`src/rtl/rf_wb_arbiter_pkg.sv`:
```
// Shared constants for the register-file writeback arbiter.
package rf_wb_arbiter_pkg;

  localparam int ADDR_W_DEF = 4;
  localparam int DATA_W_DEF = 16;

  // R0 reads as zero, so writes to it are swallowed.
  localparam int R0_ADDR = 0;

  // Controller states.
  typedef logic [1:0] state_t;
  localparam state_t ST_RUN    = 2'd0;
  localparam state_t ST_DRAIN  = 2'd1;
  localparam state_t ST_HALTED = 2'd2;

endpackage

```
`src/rtl/rr_arb2.sv`:
```
// Two-way arbiter with a one-bit priority pointer that favours the last loser.
module rr_arb2 (
  input  logic       clk,
  input  logic       rst_n,
  input  logic       en,
  input  logic [1:0] req,
  output logic [1:0] gnt
);

  logic ptr;

  // One-hot grant. A contested cycle goes to the requester the pointer names.
  always_comb begin
    gnt = 2'b00;
    if (en) begin
      case (req)
        2'b01:   gnt = 2'b01;
        2'b10:   gnt = 2'b10;
        2'b11:   gnt = ptr ? 2'b10 : 2'b01;
        default: gnt = 2'b00;
      endcase
    end
  end

  // Only a contested grant moves the pointer, and it always moves to the loser.
  always_ff @(posedge clk or negedge rst_n) begin
    if (!rst_n)
      ptr <= 1'b0;
    else if (en && (&req))
      ptr <= ~ptr;
  end

endmodule

```
`src/rtl/rf_wb_arbiter.sv`:
```
// Merges ALU and load writebacks into one register-file write port,
// with a halt/drain sequence and a saturating write counter.
module rf_wb_arbiter
  import rf_wb_arbiter_pkg::*;
#(
  parameter int ADDR_W = ADDR_W_DEF,
  parameter int DATA_W = DATA_W_DEF
) (
  input  logic              clk,
  input  logic              rst_n,
  input  logic              a_vld,
  input  logic [ADDR_W-1:0] a_addr,
  input  logic [DATA_W-1:0] a_data,
  output logic              a_rdy,
  input  logic              b_vld,
  input  logic [ADDR_W-1:0] b_addr,
  input  logic [DATA_W-1:0] b_data,
  output logic              b_rdy,
  input  logic              hlt,
  output logic [ADDR_W-1:0] dst_addr,
  output logic [DATA_W-1:0] dst,
  output logic              we,
  output logic              drained,
  output logic [15:0]       wr_cnt
);

  state_t            state;
  logic              arb_en;
  logic [1:0]        gnt;
  logic              acc;
  logic              issue;
  logic [ADDR_W-1:0] sel_addr;
  logic [DATA_W-1:0] sel_data;
  logic [15:0]       cnt_q;

  // No grants while reset is held or once halted.
  assign arb_en = rst_n && (state != ST_HALTED);

  rr_arb2 u_arb (
    .clk   (clk),
    .rst_n (rst_n),
    .en    (arb_en),
    .req   ({b_vld, a_vld}),
    .gnt   (gnt)
  );

  assign a_rdy    = gnt[0];
  assign b_rdy    = gnt[1];
  assign acc      = |gnt;
  assign sel_addr = gnt[1] ? b_addr : a_addr;
  assign sel_data = gnt[1] ? b_data : a_data;
  // An R0 request is consumed but never reaches the register file.
  assign issue    = acc && (sel_addr != ADDR_W'(R0_ADDR));

  assign drained  = (state == ST_HALTED);
  assign wr_cnt   = cnt_q;

  // Run/drain/halt control. DRAIN is left at the edge where nothing is
  // accepted, so HALTED starts on the first cycle with no request and we = 0.
  always_ff @(posedge clk or negedge rst_n) begin
    if (!rst_n) begin
      state <= ST_RUN;
    end else begin
      case (state)
        ST_RUN:    if (hlt) state <= ST_DRAIN;
        ST_DRAIN:  if (!a_vld && !b_vld) state <= ST_HALTED;
        ST_HALTED: state <= ST_HALTED;
        default:   state <= ST_RUN;
      endcase
    end
  end

  // Write port register: one-cycle we pulse, address/data hold otherwise.
  always_ff @(posedge clk or negedge rst_n) begin
    if (!rst_n) begin
      we       <= 1'b0;
      dst_addr <= '0;
      dst      <= '0;
    end else if (issue) begin
      we       <= 1'b1;
      dst_addr <= sel_addr;
      dst      <= sel_data;
    end else begin
      we       <= 1'b0;
    end
  end

  // Saturating write counter, updated together with the we pulse it counts.
  always_ff @(posedge clk or negedge rst_n) begin
    if (!rst_n)
      cnt_q <= '0;
    else if (issue && (cnt_q != 16'hFFFF))
      cnt_q <= cnt_q + 16'd1;
  end

endmodule

```
`config.mk`:
```
export PLATFORM = sky130hd
export DESIGN_NAME = rf_wb_arbiter
export DESIGN_NICKNAME = d
export VERILOG_FILES = /design/src/rtl/rf_wb_arbiter_pkg.sv /design/src/rtl/rr_arb2.sv /design/src/rtl/rf_wb_arbiter.sv
export SDC_FILE = /design/constraint.sdc
export NUM_CORES = 1
export LEC_CHECK = 0
export CORE_MARGIN = 2
export CORE_UTILIZATION = 45
export DETAILED_ROUTE_END_ITERATION = 8
export PLACE_DENSITY = 0.95
export SETUP_SLACK_MARGIN = 0.02
export SLEW_MARGIN = 40
export SYNTH_ARGS = -nofsm -noshare
export SYNTH_HDL_FRONTEND = slang
export SYNTH_SLANG_ARGS = --single-unit
```
`constraint.sdc`:
```
create_clock -name clk -period 3.2 [get_ports clk]
set_input_delay 0.64 -clock clk [delete_from_list [all_inputs] [get_ports clk]]
set_output_delay 0.64 -clock clk [all_outputs]
set_load 0.05 [all_outputs]
```
==> flow_summary.toml <==
[sta]
maxSlewViolCount = 0
skew_ns = 0.007696
fin_tns_setup_ns = 0
rsz0062_at_grt = "no"
slew_headroom_pct = 59.50
setup_viol = 0
min_period_over_period_pct = 77.75
hold_viol = 0
fin_ws_ns = 0.7121
whs_ns = 0.2390
fmax_mhz = 402.0
period_minus_slack_ns = 2.488
tightest_slew_ns = 0.6060

[floorplanning]
dieArea_um2 = 5004
die_width_um = 70.74
pin_count = 85
rows = 24
die-height_um = 70.74
core_um2 = 4324
initial_core_util_pct = 46.35

[final_layout]
final_nets = 324
layout-drive-gt1-share_pct = 6.545
finish.instance_area_um2 = 2960
fill_cells = 353
seq_area_um2 = 1001
syn_to_final_growth_pct = 47.69
num_antenna_cells = 0
multi_input_area_um2 = 904.6
fin_cells = 327
final_util_pct = 68.46

[cts]
cts_hold_buf = 0
cts_tree = "built"
cts_resized = 0
clk_latency_ns = 0.28
numCtsBuffers = 5
cts.sinks = 40
ctsLongestPathBuffers = 2
cts-root-buf = "clkbuf_8"
htreeDepth = 2
post_cts_buffers = 0
clkSlewWorstSetupHoldPaths_ns = 0.08

[critical_path]
critical_path_class = "in -> reg"
critical_path_arrival_ns = 2.66
cp_cell_sequence = "clkdlybuf4s50_1 > or4_1 > and4_4 > o22ai_2 > mux2_1"
crit_required_ns = 3.37
crit_family = "simple AND/OR/NAND/NOR gates"
crit_path_top_delay_cell = "or4_1"
worstRegToRegCells = 8
rrSetupSlack_ns = 0.92
cp-end-kind = "flop"
worst-path-buf-inv = 1
r2r_end = "wr_cnt[10]$_DFFE_PN0P_"
timing.rr.start = "state[0]$_DFFE_PN0P_"
path_max_fanout = 12
cp_slowest_stage_delay_ns = 0.53
cp-start-kind = "primary input"

[placed_design]
gp_congestion = 0.7772
place_inst = 320
port_buffers = 84
dp_hpwl_um = 3593
placed_cell_area_um2 = 2882
dp_slack_ns = 0.3457

[logic_synthesis]
synthDominantCellAreaShare_pct = 49.94
ys_ff_latch = 40
synth_nets = 238
synth_adder_area_share_pct = 2.497
synth_compound_area_share_pct = 7.491
yosysSeqAreaShare_pct = 49.94
synth_top_family_by_area = "simple AND/OR/NAND/NOR gates"
syn_inst = 189
ys_types = 35
synth.area.top_cells = "dfrtp_1, mux2i_1, a21oi_1"
synthMuxAreaShare_pct = 12.23
avgSynthCellArea_um2 = 10.61
synth_area_um2 = 2004
synth_warnings = 0
yosysTopAreaCell = "dfrtp_1"
synth_xor_area_share_pct = 6.117
yosys.area_share.simple_pct = 16.42

[job]
maxCapViolCount = 0

[detailed_routing]
routed_wl_um = 4629
top_layer_used = "met4"
wl_met3_um = 354
viasPerCell = 5.190
wl_met2_um = 2310
wl_per_cell_um = 14.16
drt_iter0_markers = 65
first_pass_iters = 4
ant_nets = 0
dr_total_vias = 1697
drcViolationCount = 0
wl_met1_um = 1909

[power_and_ir_drop]
vdd_ir_drop_max_v = 0.0004753
power_frac_seq_pct = 31.5
leakagePower_nw = 1.243
p_comb_share_pct = 56.7
power.density_nw_per_um2 = 873.2
p_sw_share_pct = 47.38
p_switching_mw = 1.225
intPower_mw = 1.360
pwr-share-clk_pct = 11.8
power_mw = 2.585

[global_route]
grt_usage_pct = 19.00
grt_pass1_vias = 1712
grt_max_degree = 31
antenna_found_initial = 0
grt-ovfl-total = 0
grt_first_pass_wirelength_um = 7638

[outcome]
status = "finished clean"

[hold_path]
hold_class = "in -> async"
-- power by group through the flow --
stage                     clock network, mW  logic, mW  registers, mW
after floorplan                           0      0.441           1.37
after global placement                    0       1.44          0.809
after detailed placement                  0       1.47          0.823
after CTS                             0.317       1.48          0.813
after global routing                  0.335       1.54          0.840
final                                 0.305       1.47          0.813
-- kinds of logic after synthesis --
group                      after synthesis
DFF                                     40
AOI/OAI and AO/OA                       28
buffers and inverters                   16
adders and majority gates                4
and+or+nand+nor                         63
muxes                                   24
xor gates and xnor gates                14
-- cell type report --
class	count	area share [%]
tap	52	2.198
sequential	40	33.81
timing repair buffer	88	29.92
multi-input combinational	133	30.56
clock buffer	6	2.451
clock inverter	1	0.1691
inverter	7	0.8876
-- Yosys cell counts (all sizes together) --
master,n
a2111oi,1
a211oi,1
a21oi,20
and3,5
and4,2
buf,7
clkbuf,2
dfrtp,40
ha,4
inv,7
mux2,4
mux2i,20
nand2,4
nand2b,3
nand3,10
nand4,4
nor2,25
nor2b,1
nor3,3
nor4,2
o21ai,3
o22ai,3
or2,2
or3,1
or4,1
xnor2,4
xor2,10
-- metal layers --
layer | global-route usage [%] | vias up
li1 | - | 828
met1 | 22.71 | 797
met2 | 33.75 | 66
met3 | 4.701 | 6
met4 | 5.870 | 0
met5 | 0 | -
-- cell usage in the layout (no fill, tap or decap), types with 2 or more instances in the layout --
master,synthesis,routed
nand4_1,3,3
nor2_1,25,25
xor2_1,10,10
nand3_1,10,10
o21ai_0,3,3
clkdlybuf4s50_1,0,81
xnor2_1,4,4
nand2_1,4,4
inv_1,7,7
buf_12,0,2
nor4_1,2,2
nand2b_1,3,3
a21oi_1,20,20
dfrtp_1,40,40
mux2i_1,20,20
o22ai_1,3,2
mux2_1,3,3
ha_1,4,4
and3_1,5,5
buf_4,2,4
clkbuf_8,1,5
nor3_1,3,3
-- worst max-delay path by stage --
stage	slack [ns]	to	cells past startpoint	from
CTS	0.64	wr_cnt[10]$_DFFE_PN0P_	7	a_vld
global route	0.55	wr_cnt[11]$_DFFE_PN0P_	6	a_vld
detailed placement	0.35	wr_cnt[10]$_DFFE_PN0P_	7	a_vld
global placement	0.15	wr_cnt[1]$_DFFE_PN0P_	5	b_addr[2]
floorplan	0.37	a_rdy	4	state[0]$_DFFE_PN0P_
finish	0.71	wr_cnt[1]$_DFFE_PN0P_	5	b_addr[3]
-- state kept, by name, summed over array words and instances (netlist names) --
signal and cells:
u_arb.ptr 1, state 2, dst_addr 4, we 1
dst 16, wr_cnt 16
(Power assumes the default switching activity.)
